### config.mk
export PLATFORM = sky130hd
export DESIGN_NAME = lcd_rect_scheduler_flat
export DESIGN_NICKNAME = d
export VERILOG_FILES = /design/src/rtl/lcd_pkg.sv /design/src/rtl/lcd_rect_scheduler_if.sv /design/src/rtl/rr_arbiter.sv /design/src/rtl/lcd_rect_scheduler.sv /design/src/flat_wrapper.sv
export SDC_FILE = /design/constraint.sdc
export NUM_CORES = 1
export LEC_CHECK = 0
export ABC_AREA = 1
export BUFFER_PORTS_ARGS = -buffer_cell sky130_fd_sc_hd__buf_2
export CORE_MARGIN = 5
export CORE_UTILIZATION = 33
export DETAILED_ROUTE_END_ITERATION = 10
export SLEW_MARGIN = 20
export SYNTH_ARGS = -nofsm -noshare
export SYNTH_HDL_FRONTEND = slang
export SYNTH_SLANG_ARGS = --single-unit
### constraint.sdc
create_clock -name clk_50MHz -period 6.1 [get_ports clk_50MHz]
set_clock_uncertainty 0.2 [all_clocks]
set_input_delay 1.22 -clock clk_50MHz [delete_from_list [all_inputs] [get_ports clk_50MHz]]
set_output_delay 1.22 -clock clk_50MHz [all_outputs]
set_load 0.05 [all_outputs]
### src/rtl/lcd_pkg.sv
// lcd_pkg: shared constants, state encoding and parameter-byte helper for the LCD rectangle scheduler.
package lcd_pkg;
  localparam logic [7:0] CMD_CASET = 8'h2A;
  localparam logic [7:0] CMD_RASET = 8'h2B;
  localparam logic [7:0] CMD_RAMWR = 8'h2C;
  localparam int H_RES_DEF = 240;
  localparam int V_RES_DEF = 320;
  localparam logic DC_CMD = 1'b0;
  localparam logic DC_DATA = 1'b1;
  typedef enum logic [3:0] {IDLE, GRANT, CASET, CASET_P, RASET, RASET_P, RAMWR, PIXEL, DONE} state_t;
  function automatic logic [8:0] param_byte(input logic [1:0] i, input logic [8:0] a, input logic [8:0] b);
    return {DC_DATA, i == 2'd0 ? {7'd0, a[8]} : i == 2'd1 ? a[7:0] : i == 2'd2 ? {7'd0, b[8]} : b[7:0]};
  endfunction
endpackage

### src/rtl/lcd_rect_scheduler_if.sv
// lcd_rect_scheduler_if: client request bus plus the byte-writer handshake.
interface lcd_rect_scheduler_if #(parameter int N_REQ = 2);
  logic [N_REQ-1:0] req_valid;
  logic [N_REQ-1:0] req_ready;
  logic [N_REQ*9-1:0] req_x0;
  logic [N_REQ*9-1:0] req_x1;
  logic [N_REQ*9-1:0] req_y0;
  logic [N_REQ*9-1:0] req_y1;
  logic [N_REQ*16-1:0] req_color;
  logic [8:0] lcd_data;
  logic lcd_en;
  logic lcd_wr_done;
  modport slave (input req_valid, req_x0, req_x1, req_y0, req_y1, req_color, lcd_wr_done, output req_ready, lcd_data, lcd_en);
  modport master (output req_valid, req_x0, req_x1, req_y0, req_y1, req_color, lcd_wr_done, input req_ready, lcd_data, lcd_en);
endinterface

### src/rtl/rr_arbiter.sv
// rr_arbiter: round-robin pick of the first requester at or after the priority pointer.
module rr_arbiter #(
  parameter int N_REQ = 2,
  localparam int IW = $clog2(N_REQ)
) (
  input  logic clk_50MHz,
  input  logic rst,
  input  logic [N_REQ-1:0] req,
  input  logic adv,
  output logic [N_REQ-1:0] gnt,
  output logic [IW-1:0] idx
);
  logic [IW-1:0] ptr;
  logic [IW-1:0] c;
  logic found;
  always_comb begin
    idx = '0;
    found = 1'b0;
    c = '0;
    for (int i = 0; i < N_REQ; i++) begin
      c = IW'((int'(ptr) + i) % N_REQ);
      if (!found && req[c]) begin
        found = 1'b1;
        idx = c;
      end
    end
    gnt = '0;
    if (found) gnt[idx] = 1'b1;
  end
  always_ff @(posedge clk_50MHz or posedge rst)
    if (rst) ptr <= '0;
    else if (adv) ptr <= idx == IW'(N_REQ - 1) ? '0 : idx + 1'b1;
endmodule

### src/rtl/lcd_rect_scheduler.sv
// lcd_rect_scheduler: arbitrates rectangle fills and streams CASET/RASET/RAMWR plus
// solid RGB565 pixels through the shared byte writer.
module lcd_rect_scheduler import lcd_pkg::*; #(
  parameter int N_REQ = 2,
  parameter int H_RES = H_RES_DEF,
  parameter int V_RES = V_RES_DEF,
  localparam int IW = $clog2(N_REQ)
) (
  input  logic clk_50MHz,
  input  logic rst,
  input  logic init_done,
  lcd_rect_scheduler_if.slave bus,
  output logic busy,
  output logic [IW-1:0] grant_id,
  output logic done,
  output logic err
);
  localparam logic [8:0] XMAX = 9'(H_RES - 1);
  localparam logic [8:0] YMAX = 9'(V_RES - 1);
  state_t state;
  logic [8:0] x0, x1, y0, y1, sx0, sx1, sy0, sy1, w, h;
  logic [15:0] color, scol;
  logic [16:0] npix;
  logic [1:0] pidx;
  logic phase, bad, sbad, adv, step;
  logic [N_REQ-1:0] gnt;
  logic [IW-1:0] gidx;
  rr_arbiter #(.N_REQ(N_REQ)) u_arb (
    .clk_50MHz(clk_50MHz),
    .rst(rst),
    .req(bus.req_valid),
    .adv(adv),
    .gnt(gnt),
    .idx(gidx)
  );
  assign sx0 = bus.req_x0[9*int'(gidx) +: 9];
  assign sx1 = bus.req_x1[9*int'(gidx) +: 9];
  assign sy0 = bus.req_y0[9*int'(gidx) +: 9];
  assign sy1 = bus.req_y1[9*int'(gidx) +: 9];
  assign scol = bus.req_color[16*int'(gidx) +: 16];
  assign sbad = sx0 > sx1 || sx1 > XMAX || sy0 > sy1 || sy1 > YMAX;
  assign adv = state == IDLE && init_done && |bus.req_valid;
  assign step = bus.lcd_en && bus.lcd_wr_done;
  assign w = x1 - x0 + 9'd1;
  assign h = y1 - y0 + 9'd1;
  // Request fields are captured on the accept edge so the client may drop them right after req_ready.
  always_ff @(posedge clk_50MHz or posedge rst)
    if (rst) begin
      state <= IDLE;
      bus.req_ready <= '0;
      bus.lcd_data <= '0;
      bus.lcd_en <= 1'b0;
      busy <= 1'b0;
      grant_id <= '0;
      done <= 1'b0;
      err <= 1'b0;
      {x0, x1, y0, y1} <= '0;
      color <= '0;
      npix <= '0;
      pidx <= '0;
      phase <= 1'b0;
      bad <= 1'b0;
    end else begin
      bus.req_ready <= '0;
      done <= 1'b0;
      err <= 1'b0;
      case (state)
        IDLE: if (adv) begin
          state <= GRANT;
          bus.req_ready <= gnt;
          grant_id <= gidx;
          {x0, x1, y0, y1} <= {sx0, sx1, sy0, sy1};
          color <= scol;
          bad <= sbad;
          err <= sbad;
          busy <= !sbad;
        end
        GRANT: if (bad) state <= IDLE;
        else begin
          state <= CASET;
          npix <= 17'(w) * 17'(h);
          bus.lcd_en <= 1'b1;
          bus.lcd_data <= {DC_CMD, CMD_CASET};
        end
        CASET: if (step) begin
          state <= CASET_P;
          pidx <= 2'd0;
          bus.lcd_data <= param_byte(2'd0, x0, x1);
        end
        CASET_P: if (step) begin
          pidx <= pidx + 2'd1;
          state <= pidx == 2'd3 ? RASET : CASET_P;
          bus.lcd_data <= pidx == 2'd3 ? {DC_CMD, CMD_RASET} : param_byte(pidx + 2'd1, x0, x1);
        end
        RASET: if (step) begin
          state <= RASET_P;
          pidx <= 2'd0;
          bus.lcd_data <= param_byte(2'd0, y0, y1);
        end
        RASET_P: if (step) begin
          pidx <= pidx + 2'd1;
          state <= pidx == 2'd3 ? RAMWR : RASET_P;
          bus.lcd_data <= pidx == 2'd3 ? {DC_CMD, CMD_RAMWR} : param_byte(pidx + 2'd1, y0, y1);
        end
        RAMWR: if (step) begin
          state <= PIXEL;
          phase <= 1'b0;
          bus.lcd_data <= {DC_DATA, color[15:8]};
        end
        PIXEL: if (step) begin
          phase <= ~phase;
          if (!phase) bus.lcd_data <= {DC_DATA, color[7:0]};
          else begin
            npix <= npix - 17'd1;
            if (npix == 17'd1) begin
              state <= DONE;
              bus.lcd_en <= 1'b0;
              done <= 1'b1;
              busy <= 1'b0;
            end else bus.lcd_data <= {DC_DATA, color[15:8]};
          end
        end
        DONE: state <= IDLE;
        default: state <= IDLE;
      endcase
    end
endmodule

### src/flat_wrapper.sv
// flat-port wrapper written by rule: the top's interface ports become plain ports
module lcd_rect_scheduler_flat import lcd_pkg::*;
#(
  parameter int N_REQ = 2,
  parameter int H_RES = H_RES_DEF,
  parameter int V_RES = V_RES_DEF,
  localparam int IW = $clog2(N_REQ)
)
  (clk_50MHz, rst, init_done, busy, grant_id, done, err, bus_req_valid, bus_req_x0, bus_req_x1, bus_req_y0, bus_req_y1, bus_req_color, bus_lcd_wr_done, bus_req_ready, bus_lcd_data, bus_lcd_en);
  lcd_rect_scheduler_if #(.N_REQ(N_REQ)) bus_i ();
  input  logic clk_50MHz;
  input  logic rst;
  input  logic init_done;
  output logic busy;
  output logic [IW-1:0] grant_id;
  output logic done;
  output logic err;
  input wire logic [$bits(bus_i.req_valid)-1:0] bus_req_valid;
  input wire logic [$bits(bus_i.req_x0)-1:0] bus_req_x0;
  input wire logic [$bits(bus_i.req_x1)-1:0] bus_req_x1;
  input wire logic [$bits(bus_i.req_y0)-1:0] bus_req_y0;
  input wire logic [$bits(bus_i.req_y1)-1:0] bus_req_y1;
  input wire logic [$bits(bus_i.req_color)-1:0] bus_req_color;
  input wire logic [$bits(bus_i.lcd_wr_done)-1:0] bus_lcd_wr_done;
  output wire logic [$bits(bus_i.req_ready)-1:0] bus_req_ready;
  output wire logic [$bits(bus_i.lcd_data)-1:0] bus_lcd_data;
  output wire logic [$bits(bus_i.lcd_en)-1:0] bus_lcd_en;
  assign bus_i.req_valid = bus_req_valid;
  assign bus_i.req_x0 = bus_req_x0;
  assign bus_i.req_x1 = bus_req_x1;
  assign bus_i.req_y0 = bus_req_y0;
  assign bus_i.req_y1 = bus_req_y1;
  assign bus_i.req_color = bus_req_color;
  assign bus_i.lcd_wr_done = bus_lcd_wr_done;
  assign bus_req_ready = bus_i.req_ready;
  assign bus_lcd_data = bus_i.lcd_data;
  assign bus_lcd_en = bus_i.lcd_en;
  lcd_rect_scheduler #(.N_REQ(N_REQ), .H_RES(H_RES), .V_RES(V_RES)) u_core (.clk_50MHz(clk_50MHz), .rst(rst), .init_done(init_done), .bus(bus_i), .busy(busy), .grant_id(grant_id), .done(done), .err(err));
endmodule
# [After elaboration in Yosys (flattened, before gate mapping)]
# Index checks and enable logic that the tools add are counted.
[op_classes] n_addsub=8 multipliers=2 order_cmp=8 n_eq_ne=24 shifts=5 n_mux=68 bitwise_logic=1 n_reduce_logical=28
[ops] op="18-bit by 32-bit variable part select with 9-bit output" count=4
[ops] op="9-bit 2-to-1 mux" count=11
[ops] op="9-bit one-hot mux with 7 select lines" count=1
[ops] op="17-bit 2-to-1 mux" count=3
[ops] op="8-bit 2-to-1 mux" count=6
[ops] op="4-bit 2-to-1 mux" count=9
[ops] op="17-bit one-hot mux with 2 select lines" count=1
[ops] op="4-bit one-hot mux with 8 select lines" count=1
[ops] op="32-bit by 6-bit variable part select with 16-bit output" count=1
[ops] op="1-bit 2-to-1 mux" count=23
[ops] op="2-bit by 1-bit != test with 1-bit output (second input constant)" count=11
[ops] op="9-bit by 1-bit adder with 9-bit output (second input constant)" count=2
[ops] op="9-bit greater-than comparator" count=2
[ops] op="9-bit AND reduction" count=2
[ops] op="9-bit subtractor" count=2
[ops] op="17-bit by 1-bit == test with 1-bit output (second input constant)" count=1
[ops] op="9-bit by 9-bit multiplier with 17-bit output" count=1
[ops] op="17-bit by 1-bit subtractor with 17-bit output (second input constant)" count=1
[ops] op="4-bit by 3-bit == test with 1-bit output (second input constant)" count=4
[ops] op="2-bit 2-to-1 mux" count=7
[ops] op="5-bit AND reduction" count=2
[ops] op="9-bit by 8-bit greater-than comparator with 1-bit output (second input constant)" count=1
[ops] op="9-bit greater-than comparator (second input constant)" count=1
[ops] op="4-bit by 2-bit == test with 1-bit output (second input constant)" count=2
[ops] op="26 further kinds" count=45
[word_totals] regBits=94 wordCells=162

# [Longest topological paths before layout]
# Gate-level depths: netlist of the first run.
[logic_depth] word_depth=15 depth_mapped=34

# [By module]
# Synthesis of the first run repeated with hierarchy kept, for this count alone.
[unflattened] hier_cells=1264 hier_area_um2=9080.0
[modules_own_cells] mod="lcd_rect_scheduler" instances=1 cells_per_inst=1252 area_per_inst_um2=9006.1
[modules_own_cells] mod="rr_arbiter" instances=1 cells_per_inst=12 area_per_inst_um2=73.8

# [Worst setup path after synthesis of the first run]
# OpenSTA, ideal clock, no wires.
[synth_timing] path_type="register to register" startpoint="register u_core.y0[1]" endpoint="register u_core.npix[13]" setup_ns=0.125 arrival_time_ns=5.566 slack_ns=0.208 stages_incl_launch_ff=29 synth_period_minus_slack_ns=5.892 cell_sequence="dfrtp_1 > ha_1 > inv_1 > ha_1 > fa_1 > nand3_1 > nand2_1 > nand2_1 > nand2_1 > a21oi_1 > xor2_1 > inv_1 > nand2_1 > fa_1 > fa_1 > inv_1 > fa_1 > inv_1 > fa_1 > inv_1 > ha_1 > inv_1 > nor3_1 > nand2_1 > nand2_1 > a21oi_1 > or2_2 > nand3_1 > a21oi_1"
[synth_between] elab_chain_cells=5
[synth_rtl] element="from (decl)" line_no="lcd_rect_scheduler.sv:21" source="logic [8:0] x0, x1, y0, y1, sx0, sx1, sy0, sy1, w, h;"
[synth_rtl] element="from (signal assigned)" line_no="lcd_rect_scheduler.sv:72" source="{x0, x1, y0, y1} <= {sx0, sx1, sy0, sy1};"
[synth_rtl] element="9-bit subtractor" line_no="lcd_rect_scheduler.sv:45" source="assign h = y1 - y0 + 9'd1;"
[synth_rtl] element="9-bit by 1-bit adder with 9-bit output" line_no="lcd_rect_scheduler.sv:45"
[synth_rtl] element="9-bit by 9-bit multiplier with 17-bit output" line_no="lcd_rect_scheduler.sv:81" source="npix <= 17'(w) * 17'(h);"
[synth_rtl] element="17-bit 2-to-1 mux" line_no="lcd_rect_scheduler.sv:78" source="GRANT: if (bad) state <= IDLE;"
[synth_rtl] element="17-bit one-hot mux with 2 select lines" line_no="lcd_rect_scheduler.sv:67" source="case (state)"
[synth_rtl] element="to (signal assigned)" line_no="lcd_rect_scheduler.sv:81"
[synth_rtl] element="to (signal assigned)" line_no="lcd_rect_scheduler.sv:114" source="npix <= npix - 17'd1;"
[synth_rtl] element="to (decl)" line_no="lcd_rect_scheduler.sv:23" source="logic [16:0] npix;"
# Every way passes these cells. The select of a mux whose other input is x is not followed.
# A chain may end at the register's enable or synchronous reset.

# [Worst setup path in the final report of the first run]
[layout_timing] startpoint="register u_core.y1[1]" endpoint="register u_core.npix[13]"
[layout_between] elab_chain_cells=5
[layout_rtl] element="from (decl)" line_no="lcd_rect_scheduler.sv:21"
[layout_rtl] element="from (signal assigned)" line_no="lcd_rect_scheduler.sv:72"
[layout_rtl] element="9-bit subtractor" line_no="lcd_rect_scheduler.sv:45"
[layout_rtl] element="9-bit by 1-bit adder with 9-bit output" line_no="lcd_rect_scheduler.sv:45"
[layout_rtl] element="9-bit by 9-bit multiplier with 17-bit output" line_no="lcd_rect_scheduler.sv:81"
[layout_rtl] element="17-bit 2-to-1 mux" line_no="lcd_rect_scheduler.sv:78"
[layout_rtl] element="17-bit one-hot mux with 2 select lines" line_no="lcd_rect_scheduler.sv:67"
# Every way passes these cells. The select of a mux whose other input is x is not followed.

==> impl_metrics.env, run 1 <==
export IMPL_place_area_mm2=0.0102
export IMPL_ioPinCount=126
export IMPL_power_leakage_nw=5.73
export IMPL_finalWeightedCongestion=0.920
export IMPL_synth_yosys_warnings=0
export IMPL_ctsLongestPathBuffers=2
export IMPL_synth_top_area_cell="dfrtp_1"
export IMPL_worst_path_max_delay_cell="fa_1"
export IMPL_synth_simple_gate_area_share_pct=24.7
export IMPL_synth_main_ff_cell="dfrtp_1"
export IMPL_post_synth_num_cell_types=49
export IMPL_achievable_frequency_mhz=172
export IMPL_critical_path_arrival_ns=5.85
export IMPL_first_global_vias=8187
export IMPL_detail_route_vias_per_cell=4.74
export IMPL_pwr_share_comb_pct=78.2
export IMPL_post_synth_main_area_contributors="dfrtp_1 (26%), nand2_1 (14%), ha_1 (12%)"
export IMPL_outcome="finished, final reports clean"
export IMPL_max_slew_margin_pct=50.8
export IMPL_syn_area_per_cell_um2=7.32
export IMPL_detail_route_wl_per_cell_um=13.8
export IMPL_critical_path_endpoint_type="register"
export IMPL_floorplan_rows=61
export IMPL_critPathMaxFanout=6
export IMPL_final_setup_worst_slack_ns=0.293
export IMPL_wire_length_of_the_first_global_routing_pass_um=40300
export IMPL_tritoncts_num_buffers=9
export IMPL_drt_antenna_violating_nets=0
export IMPL_final_setup_violation_count=0
export IMPL_floorplan_initialDensity_pct=33.2
export IMPL_clock_power_share_pct=9.3
export IMPL_finish_instance_area_mm2=0.0107
export IMPL_most_frequent_cells_after_synthesis="nand2_1 (348), inv_1 (203), nor2_1 (95)"
export IMPL_hold_path_class="register to register"
export IMPL_routedLengthMet1_um=11300
export IMPL_number_of_input_and_output_port_buffers_inserted=125
export IMPL_area_added_between_synthesis_and_finish_pct=16.7
export IMPL_post_synth_inst_count=1248
export IMPL_cell_internal_pwr_mw=3.06
export IMPL_power_switching_mw=3.45
export IMPL_finalCritPeriodShare_pct=95.2
export IMPL_route_detailed_drc=0
export IMPL_met3WireLength_um=1040
export IMPL_max_cap_viol=0
export IMPL_drive_gt1_share_pct=16.1
export IMPL_dp_slack_ns=0.0713
export IMPL_highest_layer="met4"
export IMPL_startpoint_type="register"
export IMPL_cp_required_ns=6.14
export IMPL_sequential_cell_area_mm2=0.00235
export IMPL_worstSkewPairLatency_ns=0.36
export IMPL_synth_cell_area_mm2=0.00914
export IMPL_antenna_diode_count=0
export IMPL_power_sequential_fraction_pct=12.5
export IMPL_grt_antenna_before_repair=0
export IMPL_worst_setup_path_type="register to register"
export IMPL_tritoncts_clock_tree="yes"
export IMPL_worst_slew_pin_slew_ns=0.737
export IMPL_cp_slowest_stage_delay_ns=0.53
export IMPL_fraction_of_registers_with_async_set_reset_pct=100
export IMPL_synth_most_common_cell="nand2_1"
export IMPL_clk_transition_reported_paths_ns=0.08
export IMPL_wl_met2_um=11300
export IMPL_layout_core_utilization_pct=38.7
export IMPL_route_vias_total=8333
export IMPL_detail_route_iter0_violations=476
export IMPL_drt_wirelength_um=24200
export IMPL_postSynthNetCount=1498
export IMPL_yosys_area_share_xor_xnor_pct=1.34
export IMPL_multi_input_comb_area_mm2=0.00593
export IMPL_min_period_ns=5.81
export IMPL_max_vdd_ir_drop_uv=752
export IMPL_dr_pass1_iters=7
export IMPL_grt_start_max_net_pins=57
export IMPL_cts_root_buf="clkbuf_16"
export IMPL_die_area_mm2=0.0311
export IMPL_place_hpwl_um=19900
export IMPL_core_mm2=0.0276
export IMPL_yosys_area_top_type_share_pct=25.7
export IMPL_powerDensity_mw_per_mm2=611
export IMPL_finalNetCount=1626
export IMPL_synth_enable_flop_cells=0
export IMPL_power_switching_fraction_pct=53.0
export IMPL_final_max_slew_violation_count=0
export IMPL_gr_usage_all_layers_pct=15.9
export IMPL_die_h_um=176
export IMPL_globalRoute_totalOverflow=0
export IMPL_post_synthesis_share_of_cell_area_spent_on_full_adders_half_adders_and_majority_gates_pct=23.4
export IMPL_die_width_um=176
export IMPL_filler_cell_count=2901
export IMPL_timing_hold_violations_final=0
export IMPL_ffs_latches_synth=94
export IMPL_cts_htree_levels=3
export IMPL_synth_seq_area_share_pct=25.7
export IMPL_synth_mux_area_fraction_pct=1.10
export IMPL_fin_total_pwr_mw=6.51
export IMPL_crit_path_frequent_cell="nand2_1"
export IMPL_numClockSinks=94
export IMPL_synth_top_family_by_area="simple AND/OR/NAND/NOR gates"
export IMPL_synth_compound_gate_area_share_pct=13.1
power by group through the flow:
stage	clock network, mW	logic (mW)	registers [mW]
final	0.605	5.09	0.812
after global routing	0.641	5.83	0.826
after CTS	0.615	4.40	0.812
after detailed placement	0	4.37	0.822
after global placement	0	4.34	0.820
after floorplan	0	3.29	0.894
cells in the final DEF, fill, tap and decap left out, types with 8 or more instances in the layout:
| master | instances |
|---|---|
| fa_1 | 49 |
| o21ai_0 | 82 |
| nand2_1 | 347 |
| dfrtp_1 | 94 |
| mux2i_1 | 10 |
| a31oi_1 | 9 |
| nor3_1 | 8 |
| or2_2 | 10 |
| clkbuf_16 | 9 |
| a22oi_1 | 11 |
| buf_4 | 22 |
| nand3_1 | 55 |
| inv_2 | 9 |
| a21oi_1 | 46 |
| inv_1 | 200 |
| o211ai_1 | 8 |
| nor2_1 | 92 |
| ha_1 | 83 |
| buf_2 | 125 |
| xor2_1 | 10 |
per-layer routing:
layer | vias up | GRT usage, %
met5 | - | 0
met4 | 0 | 4.77
met3 | 34 | 2.51
met2 | 211 | 26.0
met1 | 3856 | 21.7
li1 | 4232 | -
state kept, by name, indices dropped and copies added (netlist names):
signal,cells
u_core.bad,1
u_core.bus.lcd_data,9
u_core.bus.lcd_en,1
u_core.bus.req_ready,2
u_core.busy,1
u_core.color,16
u_core.done,1
u_core.err,1
u_core.grant_id,1
u_core.npix,17
u_core.phase,1
u_core.pidx,2
u_core.state,4
u_core.u_arb.ptr,1
u_core.x0,9
u_core.x1,9
u_core.y0,9
u_core.y1,9
final timing paths:
path	slack [ns]	depth (start not counted)	end	start
max in group asynchronous	3.87	3	u_core.y1[4]	rst
min in group asynchronous	0.70	2	u_core.bus.lcd_data[6]	rst
max	0.29	28	u_core.npix[13]	u_core.y1[1]
min reg2reg	0.28	2	u_core.bus.lcd_data[1]	u_core.bus.lcd_data[1]
min	0.28	2	u_core.bus.lcd_data[1]	u_core.bus.lcd_data[1]
max reg2reg	0.29	28	u_core.npix[13]	u_core.y1[1]
kinds of logic (layout without fill, tap and decap cells):
logic type	Yosys count	in the layout
simple gates	541	541
buf+inv	245	378
compound gates	204	204
fa+ha+maj	140	140
flops	94	94
xor+xnor	14	14
mux	10	10
critical path, delay by kind of cell (launching register included):
kind | cells | cell delay (ns)
adders and majority gates | 8 | 3.14
and+or+nand+nor | 11 | 1.12
buffers and inverters | 5 | 0.40
DFF | 1 | 0.35
AOI/OAI and AO/OA | 3 | 0.28
xor gates and xnor gates | 1 | 0.20
stage by stage:
stage,hold WS [ns],cells,TNS [ns]
final,0.279,1759,0
after global routing,0.313,1759,-0.0369
after CTS,0.284,1753,0
after detailed placement,0.262,1737,0
after global placement,0.263,1737,0
after floorplan,0.253,1248,0
layout make-up:
cell class                 instances  area share, %
clock buffer                      10           2.15
clock inverter                     6          0.704
inverter                         215           7.66
multi-input combinational        909           55.6
sequential                        94           22.1
tap                              378           4.43
timing repair buffer             147           7.41
what timing repair did:
action	4_1_cts	5_1_grt
setup buffers	0	6
resized for setup	0	27
setup endpoints to repair	0	8
hold buffers	0	0
(Power assumes the default switching activity.)
==> run 2: changes to the inputs <==
--- a/config.mk
+++ b/config.mk
@@ -7,6 +7,7 @@
 export LEC_CHECK = 0
 export ABC_AREA = 1
 export BUFFER_PORTS_ARGS = -buffer_cell sky130_fd_sc_hd__buf_2
+export CORE_ASPECT_RATIO = 1.5
 export CORE_MARGIN = 5
 export CORE_UTILIZATION = 33
 export DETAILED_ROUTE_END_ITERATION = 10
==> run 2 against run 1 <==
Effect of this change: count of clock-buffer cells in the layout stayed put; fmax fell by 0.58%; sequential share of layout area about the same; first-iteration DRC count is 2.5% lower; global-route usage increased by 0.70 points; final area about the same.
==> impl_metrics.env, run 2 (synthesized netlist as in run 1, its figures left out) <==
export IMPL_max_flop_register="u_core.npix"
export IMPL_antenna_diode_count=0
export IMPL_filler_cell_count=2894
export IMPL_gr_usage_all_layers_pct=16.6
export IMPL_detail_route_wl_per_cell_um=15.0
export IMPL_finish_instance_area_mm2=0.0107
export IMPL_grt_start_max_net_pins=61
export IMPL_ff2ff_setup_slack_ns=0.26
export IMPL_drt_antenna_violating_nets=0
export IMPL_crit_path_frequent_cell="inv_1"
export IMPL_path_buf_inv=7
export IMPL_wire_length_of_the_first_global_routing_pass_um=42000
export IMPL_die_h_um=214
export IMPL_globalRoute_totalOverflow=0
export IMPL_place_hpwl_um=21400
export IMPL_largest_register_ffs=17
export IMPL_max_cap_viol=0
export IMPL_route_vias_total=8457
export IMPL_max_vdd_ir_drop_uv=553
export IMPL_finalCritPeriodShare_pct=95.7
export IMPL_timing_hold_violations_final=0
export IMPL_reg2reg_to="u_core.npix[13]"
export IMPL_cp_required_ns=6.14
export IMPL_number_of_input_and_output_port_buffers_inserted=125
export IMPL_layout_commonest_cell="nand2_1"
export IMPL_final_max_slew_violation_count=0
export IMPL_die_area_mm2=0.0312
export IMPL_worst_setup_path_type="register to register"
export IMPL_cp_slowest_stage_delay_ns=0.54
export IMPL_timing_hold_worst_start="u_core.bus.lcd_data[5]"
export IMPL_finalWeightedCongestion=0.905
export IMPL_route_detailed_drc=0
export IMPL_critical_path_endpoint_type="register"
export IMPL_die_width_um=146
export IMPL_worstSkewPairLatency_ns=0.36
export IMPL_ctsLongestPathBuffers=2
export IMPL_achievable_frequency_mhz=171
export IMPL_numClockSinks=94
export IMPL_cts_root_buf="clkbuf_16"
export IMPL_final_setup_violation_count=0
export IMPL_outcome="finished, final reports clean"
export IMPL_timing_hold_worst_path_depth=2
export IMPL_ioPinCount=126
export IMPL_min_period_ns=5.84
export IMPL_floorplan_initialDensity_pct=33.4
export IMPL_clk_transition_reported_paths_ns=0.07
export IMPL_whs_endpoint="u_core.bus.lcd_data[5]"
export IMPL_tritoncts_clock_tree="yes"
export IMPL_worst_slew_pin_slew_ns=0.751
export IMPL_ff2ff_path_depth=29
export IMPL_hold_path_class="register to register"
export IMPL_layout_common_cells="nand2_1 (347), inv_1 (201), buf_2 (125), dfrtp_1 (94), nor2_1 (92)"
export IMPL_area_added_between_synthesis_and_finish_pct=16.7
export IMPL_grt_antenna_before_repair=0
export IMPL_critical_path_reg2reg_startpoint="u_core.x1[1]"
export IMPL_detail_route_vias_per_cell=4.91
export IMPL_power_leakage_nw=5.74
export IMPL_worst_path_max_delay_cell="fa_1"
export IMPL_place_area_mm2=0.0102
export IMPL_tritoncts_num_buffers=9
export IMPL_dr_pass1_iters=5
export IMPL_max_slew_margin_pct=49.9
export IMPL_startpoint_type="register"
export IMPL_sequential_cell_area_mm2=0.00235
export IMPL_powerDensity_mw_per_mm2=630
export IMPL_first_global_vias=8684
export IMPL_critical_path_arrival_ns=5.88
export IMPL_drive_gt1_share_pct=16.3
export IMPL_final_setup_tns_ns=0
export IMPL_cts_htree_levels=3
export IMPL_finalNetCount=1626
export IMPL_path_delay_family="adder cells"
export IMPL_multi_input_comb_area_mm2=0.00597
export IMPL_drt_wirelength_um=25800
export IMPL_critPathMaxFanout=5
export IMPL_core_mm2=0.0273
export IMPL_floorplan_rows=74
export IMPL_largest_registers="u_core.npix: 17 flops, u_core.color: 16 flops"
export IMPL_detail_route_iter0_violations=464
==> run 2: what timing repair did <==
action | in CTS | in global routing
gates resized for setup | 0 | 33
hold buffers | 0 | 0
setup buffers | 0 | 7
endpoints found under the setup margin | 0 | 7
==> run 2: per-stage QoR <==
| stage | utilization [%] | power, mW | hold slack [ns] | instances | setup slack, ns |
|---|---|---|---|---|---|
| after floorplan | - | 4.18 | 0.253 | 1248 | 0.208 |
| after global placement | 37.2 | 5.25 | 0.263 | 1700 | 0.126 |
| after detailed placement | 37.2 | 5.28 | 0.265 | 1700 | 0.0200 |
| after CTS | 38.3 | 5.91 | 0.284 | 1716 | 0.00940 |
| after global routing | 39.0 | 7.53 | 0.303 | 1723 | -0.0675 |
| final | 39.0 | 6.72 | 0.283 | 1723 | 0.260 |
==> run 2: how the worst max path moves through the flow <==
stage	startpoint	to	slack, ns	cells after the start
finish	u_core.x1[1]	u_core.npix[13]	0.26	29
global route	u_core.y1[1]	u_core.npix[13]	-0.07	28
CTS	u_core.y1[1]	u_core.npix[13]	0.009	28
detailed placement	u_core.y1[1]	u_core.npix[13]	0.02	28
global placement	u_core.x1[1]	u_core.npix[13]	0.13	29
floorplan	u_core.y0[1]	u_core.npix[13]	0.21	28
==> run 2: worst reg2reg max path, delay by kind of cell (launching register included) <==
kind	cells	cell delay, ns
buffers and inverters	7	0.53
AOI/OAI and AO/OA	4	0.32
adders and majority gates	8	3.12
and+or+nand+nor	9	1.06
xor gates and xnor gates	1	0.15
DFF	1	0.38
==> run 2: cell type report <==
type                    instances  share of cell area [%]
well taps                     342                    4.02
flip-flops and latches         94                    22.1
inverters                     215                    7.69
multi-input cells             909                    56.0
clock inverters                 6                   0.646
clock buffers                  10                    2.15
repair buffers                147                    7.42
==> run 2: layer usage <==
metal	GRT usage, %	share of wire [%]	vias up
met5	0	0	-
met4	8.00	4.5	0
met3	2.07	3.1	60
met2	32.3	54	178
met1	17.6	38	3984
li1	-	-	4235
==> run 2: power breakdown <==
part | total, mW | switching (mW) | internal [mW]
logic | 5.31 | 3.24 | 2.07
clock network | 0.594 | 0.271 | 0.323
registers | 0.812 | 0.0846 | 0.728
total | 6.72 | 3.59 | 3.12
==> run 3: changes to the inputs <==
==> constraint.sdc (replaced) <==
create_clock -name clk_50MHz -period 4.98 [get_ports clk_50MHz]
set_clock_uncertainty 0.2 [all_clocks]
set_input_delay 0.996 -clock clk_50MHz [delete_from_list [all_inputs] [get_ports clk_50MHz]]
set_output_delay 0.996 -clock clk_50MHz [all_outputs]
set_load 0.05 [all_outputs]
==> run 3 against run 2 <==
Effect of this change: the run now ends with setup timing left; critical path depth increased by 1; sequential share of layout area fell by 2.2 points; core utilization is 4.3 points higher; via count rose by 3.9%; final area up 11%; cell count grew 6.2%; non-clock buffer count rose by 107; critical path type unchanged; critical endpoint is now u_core.npix[15]; largest cell class unchanged.
==> impl_metrics.env, run 3 (synthesized netlist as in run 1, its figures left out) <==
export IMPL_critPathMaxFanout=6
export IMPL_worst_slew_pin_slew_ns=0.761
export IMPL_max_cap_viol=0
export IMPL_cts_root_buf="clkbuf_16"
export IMPL_path_delay_family="adder cells"
export IMPL_path_buf_inv=5
export IMPL_layout_core_utilization_pct=43.3
export IMPL_largest_register_ffs=17
export IMPL_numClockSinks=94
export IMPL_reg2reg_to="u_core.npix[15]"
export IMPL_critical_path_reg2reg_startpoint="u_core.y0[1]"
export IMPL_antenna_diode_count=0
export IMPL_floorplan_rows=74
export IMPL_rsz0062_at_grt="true"
export IMPL_core_mm2=0.0273
export IMPL_min_period_ns=5.52
export IMPL_startpoint_type="register"
export IMPL_layout_commonest_cell="nand2_1"
export IMPL_violations_in_the_final_reports="setup timing"
export IMPL_tritoncts_clock_tree="yes"
export IMPL_detail_route_iter0_violations=417
export IMPL_layout_common_cells="nand2_1 (334), inv_1 (174), buf_2 (125), buf_4 (123), dfrtp_1 (94)"
export IMPL_cp_slowest_stage_delay_ns=0.52
export IMPL_finalWeightedCongestion=0.909
export IMPL_drt_wirelength_um=26600
export IMPL_critical_path_arrival_ns=5.58
export IMPL_wire_length_of_the_first_global_routing_pass_um=43600
export IMPL_achievable_frequency_mhz=181
export IMPL_filler_cell_count=2732
export IMPL_drt_antenna_violating_nets=0
export IMPL_detail_route_wl_per_cell_um=14.5
export IMPL_timing_hold_worst_start="u_core.bus.lcd_data[7]"
export IMPL_tritoncts_num_buffers=9
export IMPL_worst_path_max_delay_cell="fa_1"
export IMPL_grt_start_max_net_pins=58
export IMPL_area_added_between_synthesis_and_finish_pct=29.6
export IMPL_finish_instance_area_mm2=0.0118
export IMPL_drive_gt1_share_pct=27.8
export IMPL_max_flop_register="u_core.npix"
export IMPL_worstSkewPairLatency_ns=0.36
export IMPL_route_vias_total=8790
export IMPL_finalCritPeriodShare_pct=111
export IMPL_max_slew_margin_pct=49.3
export IMPL_final_setup_violation_count=10
export IMPL_place_hpwl_um=22000
export IMPL_ff2ff_path_depth=30
export IMPL_die_width_um=146
export IMPL_detail_route_vias_per_cell=4.81
export IMPL_finalNetCount=1733
export IMPL_place_area_mm2=0.0111
export IMPL_number_of_input_and_output_port_buffers_inserted=125
export IMPL_die_area_mm2=0.0312
export IMPL_outcome="finished, violations left"
export IMPL_grt_antenna_before_repair=0
export IMPL_ioPinCount=126
export IMPL_floorplan_initialDensity_pct=33.4
export IMPL_cp_required_ns=5.04
export IMPL_gr_usage_all_layers_pct=17.1
export IMPL_critical_path_endpoint_type="register"
export IMPL_timing_hold_worst_path_depth=2
export IMPL_crit_path_frequent_cell="nand2_1"
export IMPL_clk_transition_reported_paths_ns=0.07
export IMPL_largest_registers="u_core.npix: 17 flops, u_core.color: 16 flops"
export IMPL_ff2ff_setup_slack_ns=-0.54
export IMPL_worst_setup_path_type="register to register"
export IMPL_route_detailed_drc=0
export IMPL_ctsLongestPathBuffers=2
export IMPL_die_h_um=214
export IMPL_timing_hold_violations_final=0
export IMPL_final_max_slew_violation_count=0
export IMPL_whs_endpoint="u_core.bus.lcd_data[7]"
export IMPL_first_global_vias=9279
export IMPL_cts_htree_levels=3
export IMPL_postCtsHoldBufs=0
export IMPL_hold_path_class="register to register"
export IMPL_dr_pass1_iters=5
export IMPL_globalRoute_totalOverflow=0
export IMPL_final_setup_worst_slack_ns=-0.538
run 3: worst max-delay path by stage:
stage,from,end,depth (start not counted),slack (ns)
after floorplan,u_core.x1[1],u_core.npix[13],28,-0.43
after global placement,u_core.x1[1],u_core.npix[14],27,-0.67
after detailed placement,u_core.x1[1],u_core.npix[14],27,-0.76
after CTS,u_core.y0[1],u_core.npix[15],30,-0.53
after global routing,u_core.y0[1],u_core.npix[15],31,-0.91
final,u_core.y0[1],u_core.npix[15],30,-0.54
run 3: final cells by class:
cell class,count,area (µm²),area share [%]
multi-input cells,909,6350,53.7
flip-flops and latches,94,2350,19.9
repair buffers,254,1620,13.7
inverters,215,822,6.94
well taps,342,428,3.61
clock buffers,10,229,1.93
clock inverters,5,35.0,0.296
run 3: stage by stage:
step / setup TNS [ns] / std cells / setup slack (ns) / hold slack (ns)
floorplan: -2.67 / 1248 / -0.435 / 0.253
global placement: -5.65 / 1803 / -0.669 / 0.265
detailed placement: -6.49 / 1803 / -0.755 / 0.265
CTS: -4.01 / 1824 / -0.532 / 0.284
global route: -7.55 / 1829 / -0.909 / 0.297
finish: -4.10 / 1829 / -0.538 / 0.275
run 3: metal layers:
layer	up-vias	routed length [µm]	GRT usage, %
met1	4090	9910	17.7
met5	-	0	0
met4	0	1410	9.54
met2	199	14300	33.2
li1	4440	-	-
met3	61	902	2.35
run 3: timing repair:
item                                   4_1_cts  5_1_grt
endpoints found under the hold margin        0        0
pin swaps                                   33       32
setup endpoints to repair                   12       12
setup buffers                                6        5
resized for setup                           47       58
run 3: worst register-to-register path, delay by kind of cell, from the launching register on:
kind | cells | cell delay, ns
adders and majority gates | 8 | 2.96
and+or+nand+nor | 13 | 0.84
xor gates and xnor gates | 1 | 0.16
AOI/OAI and AO/OA | 3 | 0.51
DFF | 1 | 0.41
buffers and inverters | 5 | 0.35
Power of run 3 is not shown: default switching activity piles up to over one toggle a cycle in this logic, so the estimate is an artifact.
